==> src/rtl/ifetch_pkg.sv <==
// Shared types and constants for the instruction fetch front end.
package ifetch_pkg;

  typedef enum logic [1:0] {
    S_RESET = 2'd0,
    S_RUN   = 2'd1,
    S_HALT  = 2'd2
  } ifetch_state_t;

  localparam logic       CMD_RD    = 1'b0;
  localparam logic [1:0] SIZE_WORD = 2'b10;

  // Buffer entry layout at the default 32-bit address/data widths.
  typedef struct packed {
    logic [31:0] data;
    logic [31:0] pc;
    logic        err;
  } ifetch_entry_t;

endpackage

==> src/rtl/ifetch_fifo.sv <==
// Synchronous FIFO with flush, occupancy count and a combinational head (zero when empty).
module ifetch_fifo #(
  parameter int W     = 8,
  parameter int DEPTH = 4,
  localparam int AW   = $clog2(DEPTH)
) (
  input  logic          clk,
  input  logic          rst,
  input  logic          flush,
  input  logic          push,
  input  logic [W-1:0]  push_data,
  input  logic          pop,
  output logic [W-1:0]  head,
  output logic [AW:0]   count
);

  logic [W-1:0]  mem [DEPTH];
  logic [AW-1:0] wr_ptr;
  logic [AW-1:0] rd_ptr;
  logic          empty;
  logic          full;
  logic          do_push;
  logic          do_pop;

  assign empty   = (count == '0);
  assign full    = (count == (AW+1)'(DEPTH));
  // Flush wins over both ports; a push into a full buffer is only legal alongside a pop.
  assign do_pop  = pop && !flush && !empty;
  assign do_push = push && !flush && (!full || do_pop);
  assign head    = empty ? '0 : mem[rd_ptr];

  always_ff @(posedge clk or posedge rst) begin
    if (rst) begin
      wr_ptr <= '0;
      rd_ptr <= '0;
      count  <= '0;
    end else if (flush) begin
      wr_ptr <= '0;
      rd_ptr <= '0;
      count  <= '0;
    end else begin
      if (do_push) wr_ptr <= wr_ptr + 1'b1;
      if (do_pop)  rd_ptr <= rd_ptr + 1'b1;
      count <= count + (AW+1)'(do_push) - (AW+1)'(do_pop);
    end
  end

  always_ff @(posedge clk) begin
    if (do_push) mem[wr_ptr] <= push_data;
  end

endmodule

==> src/rtl/ifetch_unit.sv <==
// Instruction fetch front end: issues sequential word reads, buffers responses with
// their PCs for decode, flushes on redirect and halts after an error response.
module ifetch_unit
  import ifetch_pkg::*;
#(
  parameter int                     p_ADDR_BITS  = 32,
  parameter int                     p_DATA_BITS  = 32,
  parameter logic [p_ADDR_BITS-1:0] p_RESET_PC   = '0,
  parameter int                     p_FIFO_DEPTH = 4
) (
  input  logic                   clk,
  input  logic                   rst,
  input  logic                   redirect_valid,
  input  logic [p_ADDR_BITS-1:0] redirect_pc,
  output logic                   inst_valid,
  input  logic                   inst_ready,
  output logic [p_DATA_BITS-1:0] inst_data,
  output logic [p_ADDR_BITS-1:0] inst_pc,
  output logic                   inst_err,
  output logic [p_ADDR_BITS-1:0] imem_addr,
  output logic                   imem_cmd,
  output logic [1:0]             imem_size,
  output logic                   imem_valid,
  input  logic                   imem_ready,
  input  logic                   imem_r_valid,
  output logic                   imem_r_ready,
  input  logic [p_DATA_BITS-1:0] imem_r_data,
  input  logic                   imem_r_resp,
  output ifetch_state_t          dbg_state
);

  localparam int CW = $clog2(p_FIFO_DEPTH) + 1;
  localparam int EW = p_DATA_BITS + p_ADDR_BITS + 1;

  ifetch_state_t          state;
  ifetch_state_t          state_nxt;
  logic [p_ADDR_BITS-1:0] pc;
  logic [CW-1:0]          inflight;
  logic [CW-1:0]          inflight_nxt;
  logic [CW-1:0]          drop_cnt;
  logic [CW-1:0]          ibuf_count;
  logic [CW-1:0]          pcq_count;
  logic [EW-1:0]          ibuf_head;
  logic [p_ADDR_BITS-1:0] resp_pc;
  logic                   has_credit;
  logic                   cmd_fire;
  logic                   resp_fire;
  logic                   resp_accept;
  logic                   err_push;
  logic                   inst_pop;
  logic                   redirect_lsb_unused;

  // Handshakes: a transfer happens on a rising edge where valid && ready; the
  // command side holds imem_valid/imem_addr stable until it fires, and responses
  // are always accepted because credits reserve buffer space before each read.
  assign has_credit   = ({1'b0, inflight} + {1'b0, ibuf_count}) < (CW+1)'(p_FIFO_DEPTH);
  assign imem_valid   = (state == S_RUN) && !redirect_valid && has_credit;
  assign cmd_fire     = imem_valid && imem_ready;
  assign resp_fire    = imem_r_valid;
  assign resp_accept  = resp_fire && (drop_cnt == '0) && !redirect_valid;
  assign err_push     = resp_accept && imem_r_resp;
  assign inst_valid   = (ibuf_count != '0);
  assign inst_pop     = inst_valid && inst_ready;
  assign inflight_nxt = inflight + CW'(cmd_fire) - CW'(resp_fire);

  assign imem_addr    = pc;
  assign imem_cmd     = CMD_RD;
  assign imem_size    = SIZE_WORD;
  assign imem_r_ready = 1'b1;
  assign dbg_state    = state;
  assign {inst_data, inst_pc, inst_err} = ibuf_head;
  assign redirect_lsb_unused = ^redirect_pc[1:0];

  always_comb begin
    state_nxt = state;
    case (state)
      S_RESET: state_nxt = S_RUN;
      S_RUN:   if (err_push) state_nxt = S_HALT;
      S_HALT:  if (redirect_valid) state_nxt = S_RUN;
      default: state_nxt = S_RESET;
    endcase
  end

  always_ff @(posedge clk or posedge rst) begin
    if (rst) begin
      state    <= S_RESET;
      pc       <= p_RESET_PC;
      inflight <= '0;
      drop_cnt <= '0;
    end else begin
      state    <= state_nxt;
      inflight <= inflight_nxt;
      if (redirect_valid)
        pc <= {redirect_pc[p_ADDR_BITS-1:2], 2'b00};
      else if (cmd_fire)
        pc <= pc + p_ADDR_BITS'(4);
      // Everything still outstanding after a redirect or an error is stale.
      if (redirect_valid || err_push)
        drop_cnt <= inflight_nxt;
      else if (resp_fire && (drop_cnt != '0))
        drop_cnt <= drop_cnt - 1'b1;
    end
  end

  // PCs of reads whose responses will be kept; stale entries are flushed by the next redirect.
  ifetch_fifo #(.W(p_ADDR_BITS), .DEPTH(p_FIFO_DEPTH)) u_pcq (
    .clk       (clk),
    .rst       (rst),
    .flush     (redirect_valid),
    .push      (cmd_fire),
    .push_data (pc),
    .pop       (resp_accept),
    .head      (resp_pc),
    .count     (pcq_count)
  );

  ifetch_fifo #(.W(EW), .DEPTH(p_FIFO_DEPTH)) u_ibuf (
    .clk       (clk),
    .rst       (rst),
    .flush     (redirect_valid),
    .push      (resp_accept),
    .push_data ({imem_r_data, resp_pc, imem_r_resp}),
    .pop       (inst_pop),
    .head      (ibuf_head),
    .count     (ibuf_count)
  );

  assert property (@(posedge clk) disable iff (rst)
    !(resp_accept && (ibuf_count == CW'(p_FIFO_DEPTH)) && !inst_pop));
  assert property (@(posedge clk) disable iff (rst)
    !(resp_accept && (pcq_count == '0)));

endmodule

==> config.mk <==
export PLATFORM = sky130hd
export DESIGN_NAME = ifetch_unit
export DESIGN_NICKNAME = d
export VERILOG_FILES = /design/src/rtl/ifetch_pkg.sv /design/src/rtl/ifetch_fifo.sv /design/src/rtl/ifetch_unit.sv
export SDC_FILE = /design/constraint.sdc
export NUM_CORES = 1
export LEC_CHECK = 0
export ABC_AREA = 1
export CAP_MARGIN = 5
export CORE_MARGIN = 2
export CORE_UTILIZATION = 53
export DETAILED_ROUTE_END_ITERATION = 8
export PLACE_DENSITY = 0.75
export SYNTH_ARGS = -nofsm -noshare
export SYNTH_HDL_FRONTEND = slang
export SYNTH_SLANG_ARGS = --single-unit
export TNS_END_PERCENT = 1
==> constraint.sdc <==
create_clock -name clk -period 5.4 [get_ports clk]
set_input_delay 1.08 -clock clk [delete_from_list [all_inputs] [get_ports clk]]
set_output_delay 1.08 -clock clk [all_outputs]
set_load 0.02 [all_outputs]
Word-level counts from Yosys, hierarchy flattened
Memories as Yosys holds them, arrays and structs flattened.
Index checks and enable logic that the tools add are counted.
{"block": "totals", "mem_bits_rw": 388, "regBits": 54, "inputBits": 71, "output_inout_bits": 105, "mem_count": 2, "wordCells": 91}
{"block": "op_classes", "n_lt_le_gt_ge": 1, "addsub": 13, "n_mux": 23, "n_eq_ne": 6, "reduce_logical": 36}
{"memory": "u_ibuf.mem", "depth": 4, "width": 65, "read_ports": 1, "rd_clocked_by_memory_dff": 0, "write_ports": 1, "line_no": "ifetch_fifo.sv:17", "source": "logic [W-1:0] mem [DEPTH];"}
{"memory": "u_pcq.mem", "depth": 4, "width": 32, "read_ports": 1, "rd_clocked_by_memory_dff": 0, "write_ports": 1, "line_no": "ifetch_fifo.sv:17"}
{"operator": "32-bit 2-to-1 mux", "n": 3}
{"operator": "65-bit 2-to-1 mux", "n": 1}
{"operator": "32-bit by 3-bit adder with 32-bit output, second input constant", "n": 1}
{"operator": "2-bit 2-to-1 mux", "n": 10}
{"operator": "1-bit logical AND", "n": 15}
{"operator": "3-bit 2-to-1 mux", "n": 4}
{"operator": "2-bit nonzero test", "n": 6}
{"operator": "3-bit by 1-bit adder with 3-bit output", "n": 3}
{"operator": "3-bit zero test", "n": 3}
{"operator": "3-bit by 1-bit subtractor with 3-bit output", "n": 3}
{"operator": "2-bit by 1-bit adder with 2-bit output, second input constant", "n": 4}
{"operator": "3-bit equality test, second input constant", "n": 2}
{"operator": "2-bit case mux with 3 select lines", "n": 1}
{"operator": "3-bit nonzero test", "n": 2}
{"operator": "1-bit zero test", "n": 5}
{"operator": "3-bit by 3-bit adder with 4-bit output", "n": 1}
{"operator": "4-bit by 3-bit < comparator with 1-bit output, second input constant", "n": 1}
{"operator": "1-bit 2-to-1 mux", "n": 4}
{"operator": "2-bit != test, second input constant", "n": 2}
{"operator": "1-bit logical OR", "n": 3}
{"operator": "3-bit by 1-bit subtractor with 3-bit output, second input constant", "n": 1}
{"operator": "2-bit by 1-bit equality test with 1-bit output, second input constant", "n": 1}
{"operator": "2-bit equality test, second input constant", "n": 1}
{"operator": "2-bit zero test", "n": 1}
{"operator": "2-bit AND reduction", "n": 1}

Logic depth before layout (Yosys ltp)
{"block": "logic_depth", "ltp_word": 10, "depth_mapped": 13, "ltp_nobuf": 13}

By module
Synthesis repeated with hierarchy kept, for this count alone.
{"block": "hier_totals", "hier_cells": 1703, "hier_area_um2": 19082.1}
{"mod": "ifetch_fifo at u_ibuf", "n_inst": 1, "area_per_inst_um2": 10754.1, "cells_each": 827, "seq_area_each_um2": 7982.7}
{"mod": "ifetch_fifo at u_pcq", "n_inst": 1, "area_per_inst_um2": 5531.6, "cells_each": 437, "seq_area_each_um2": 4018.9}
{"mod": "ifetch_unit", "n_inst": 1, "area_per_inst_um2": 2796.4, "cells_each": 439, "seq_area_each_um2": 950.9}

Worst setup path before layout
Ideal clock, no wire load.
{"block": "synth_path", "kind": "input -> register", "from": "input redirect_valid", "to": "memory u_ibuf.mem[0][0] in the netlist's numbering (enable)", "slack_ns": 0.663, "stages": 5, "path_buffers": 0, "required_ns": 4.914, "arrival_ns": 4.251, "setup_time_ns": 0.486, "cell_sequence": "inv_2 -> nand4_1 -> inv_1 -> nand2_1 -> nor2_1"}
{"block": "synth_via", "elab_chain_cells": 7, "elab_cells_between_ends": 9, "cone_classes": "mux: 2; reduce/logical: 7"}
{"element": "start: declaration", "line_no": "ifetch_unit.sv:13", "source": "input logic redirect_valid,"}
{"element": "1-bit zero test *", "line_no": "ifetch_fifo.sv:28, ifetch_fifo.sv:29, ifetch_unit.sv:60"}
{"element": "1-bit logical AND (2 in a row)", "line_no": "ifetch_fifo.sv:28", "source": "assign do_pop = pop && !flush && !empty;"}
{"element": "1-bit logical OR", "line_no": "ifetch_fifo.sv:29", "source": "assign do_push = push && !flush && (!full || do_pop);"}
{"element": "1-bit logical AND *", "line_no": "ifetch_fifo.sv:29"}
{"element": "1-bit 2-to-1 mux *", "line_no": "ifetch_fifo.sv:49", "source": "if (do_push) mem[wr_ptr] <= push_data;"}
{"element": "1-bit 2-to-1 mux (implied by the code) *", "line_no": "ifetch_fifo.sv:49"}
{"element": "end: declaration", "line_no": "ifetch_fifo.sv:17"}
Every way passes the cells marked *; elsewhere a longest branch is shown, timed or not.

Worst setup path after layout
{"block": "layout_path", "from": "register u_ibuf.rd_ptr[0]", "to": "output inst_pc[0]"}
{"block": "layout_via", "elab_chain_cells": 2}
{"element": "start: declaration", "line_no": "ifetch_fifo.sv:19", "source": "logic [AW-1:0] rd_ptr;"}
{"element": "start signal: assignment", "line_no": "ifetch_fifo.sv:43", "source": "if (do_pop) rd_ptr <= rd_ptr + 1'b1;"}
{"element": "memory read 4 x 65 bit"}
{"element": "65-bit 2-to-1 mux", "line_no": "ifetch_fifo.sv:30", "source": "assign head = empty ? '0 : mem[rd_ptr];"}
{"element": "end: declaration", "line_no": "ifetch_unit.sv:18", "source": "output logic [p_ADDR_BITS-1:0] inst_pc,"}
No other way between the ends.

==> results.cfg <==
[die]
core_area_sq_mm = 0.0337
start_util_pct = 54.1
pin_count = 176
rows = 67
die_area_sq_mm = 0.0359
die_h_um = 189
die_w_um = 189

[route]
vias = 12600
via_per_inst = 5.44
drt-total-wl_um = 40300
drt_iter0_markers = 1196
remaining_drc_errors = 0
avgRoutedWirePerCell_um = 17.4
firstDrtPassIters = 5
ant_nets = 0

[setup_path]
cp-start-kind = flop
worstReg2RegEnd = u_pcq.mem[2][24]
crit_arrival_ns = 3.48
worstSetupEndpointType = output pin
worstSetupPathType = reg2out
critical_path_peak_fanout = 69
r2r_cells = 9
cp_data_required_time_ns = 4.32
rr_startpoint = u_ibuf.count[2]
reg2reg_slack_ns = 2.12

[finish]
fillers = 2537
antennaDiodeCount = 0
nNetsFinal = 1928
final_common_cell = nor2_1
mostFrequentLayoutCells = nor2_1, edfxtp_1, nand2_1, o21ai_0, clkdlybuf4s50_1
syn2layout_area_growth_pct = 18.8
drive_gt1_share_pct = 6.37

[worst_hold_path]
min_path_type = reg2reg
hp-start = drop_cnt[1]
hold_end = drop_cnt[1]
min_path_cells = 2

[clock_network]
cts_root_buf = clkbuf_16
path_clk_slew_ns = 0.06
cts.htree.levels = 2
cts_hold_buf = 0
cts-resized-gates = 0
cts.sinks = 428
postCtsSetupRepairBufs = 0
cts_buffer_depth = 3
cts_tree = done
cts-buffers-inserted = 42
clk_latency_ns = 0.53

[job]
drv_cap = 0

[power_and_ir_drop]
cellPowerDensity_mw_per_mm2 = 455
leakage_nw = 7.88
worst_ir_drop_vdd_mv = 0.272

[synth]
ys_ff_latch = 428
syn_avg_cell_area_sq_um = 10.8
yosys.cell_types.count = 34
ys_seq_area_share_pct = 69.1
yosys_warnings = 0
async_reset_ff_share_pct = 12.1
syn_area_sq_mm = 0.0182
netlist_instances = 1684
synthFlopType = edfxtp_1
synth_enable_flop_cells = 376

[placement]
routabilityCongestion = 0.867
place_ws_ns = 1.20
hpwl_um = 23400
numPortBuffers = 167

[timing]
finalMaxSlewViolations = 0
rsz0062_at_grt = false
relSlewSlack_pct = 26.3
fin_crit_sh_pct = 84.4
setup_viol = 0
worst_slack_ns = 0.842
fin_crit_ns = 4.56
fin_tns_setup_ns = 0
fmax_mhz = 219
hold_viol_final = 0
fin_skew_ns = 0.0119
tightest_slew_ns = 1.10

[grt]
grt_pass1_vias = 12300
grt_max_degree = 70
antenna_found_initial = 0
overflow = 0
track_usage_pct = 22.4
grt_pass1_wl_um = 63700

[run_status]
outcome = finished, final reports clean
==> routing by layer <==
metal,vias up,wire (um),global-route usage (%)
met5,-,0,0
met4,0,610,5.69
met3,65,2910,2.80
met2,487,19700,38.3
met1,6033,17000,30.7
li1,6005,-,-
==> worst max-delay path by stage <==
stage / from / end / slack (ns) / depth (start not counted)
detailed placement: redirect_valid / u_ibuf.mem[2][33] / 1.20 / 7
global placement: redirect_valid / u_ibuf.mem[2][33] / 1.28 / 7
finish: u_ibuf.rd_ptr[0] / inst_pc[0] / 0.84 / 6
global route: u_ibuf.rd_ptr[0] / inst_pc[0] / 0.69 / 6
floorplan: redirect_valid / u_ibuf.mem[0][0] / 0.66 / 5
CTS: u_ibuf.rd_ptr[0] / inst_pc[1] / 0.86 / 6
==> cells in the mapped netlist, types with 3 or more instances <==
| master | number | area (sq um) |
|---|---|---|
| ha_1 | 19 | 238 |
| inv_1 | 78 | 293 |
| inv_2 | 8 | 30.0 |
| nand2_1 | 212 | 796 |
| buf_1 | 16 | 60.1 |
| nor2_2 | 6 | 37.5 |
| o21ai_1 | 20 | 100 |
| xnor2_1 | 7 | 61.3 |
| xor2_1 | 6 | 52.6 |
| clkbuf_1 | 36 | 135 |
| buf_2 | 26 | 130 |
| nand4_1 | 4 | 25.0 |
| buf_4 | 10 | 75.1 |
| nand2_2 | 4 | 25.0 |
| nor2_1 | 441 | 1660 |
| fa_1 | 3 | 60.1 |
| or2_2 | 3 | 18.8 |
| nand3_1 | 58 | 290 |
| o21ai_0 | 179 | 896 |
| o21bai_1 | 3 | 22.5 |
| dfrtp_1 | 52 | 1300 |
| edfxtp_1 | 376 | 11300 |
| a21oi_1 | 102 | 510 |
==> power breakdown <==
group	switching (mW)	internal, mW
sequential	0.322	3.98
clock	1.17	1.59
combinational	1.75	1.04
total	3.24	6.60
==> worst max-delay path, cell delays in order, from the launching register on <==
cell and delay [ns]:
dfrtp_4 0.88, buf_4 0.70, nor2_1 0.13, nor2_1 0.11, o21ai_0 0.10, a21oi_1 0.29, clkdlybuf4s50_1 0.67
==> sequential cells by signal, indices dropped and copies added (netlist names) <==
register / count
dbg_state: 2
drop_cnt: 3
imem_addr: 30
inflight: 3
u_ibuf.count: 3
u_ibuf.mem: 256
u_ibuf.rd_ptr: 2
u_ibuf.wr_ptr: 2
u_pcq.count: 3
u_pcq.mem: 120
u_pcq.rd_ptr: 2
u_pcq.wr_ptr: 2
==> cells by family (layout without fill, tap and decap cells) <==
| logic type | count (synthesis) | count (layout) | share of synthesized area (%) |
|---|---|---|---|
| buffers and inverters | 176 | 352 | 4.02 |
| xor gates and xnor gates | 13 | 13 | 0.625 |
| other | 2 | 10 | 0.0412 |
| and+or+nand+nor | 736 | 736 | 16.0 |
| AOI/OAI and AO/OA | 307 | 307 | 8.52 |
| DFF | 428 | 428 | 69.1 |
| adders and majority gates | 22 | 22 | 1.63 |
==> area by class of cell <==
class | instances | area [sq um] | area share, %
clock inverter | 21 | 173 | 0.798
multi-input combinational | 1088 | 4970 | 23.0
timing repair buffer | 188 | 1870 | 8.63
tap | 448 | 561 | 2.59
inverter | 87 | 327 | 1.51
sequential | 428 | 12600 | 58.2
clock buffer | 56 | 1140 | 5.29
==> per-stage QoR <==
step | hold slack, ns | util [%] | std cells | area [sq um] | total power [mW]
after floorplan | 0.452 | - | 1692 | 18200 | 5.90
after global placement | 0.469 | 60.3 | 2239 | 20300 | 7.07
after detailed placement | 0.494 | 60.3 | 2239 | 20300 | 7.14
after CTS | 0.507 | 64.2 | 2316 | 21600 | 9.88
after global routing | 0.540 | 64.2 | 2316 | 21600 | 10.3
final | 0.501 | 64.2 | 2316 | 21600 | 9.84
Power figures use the tool's default switching activity.
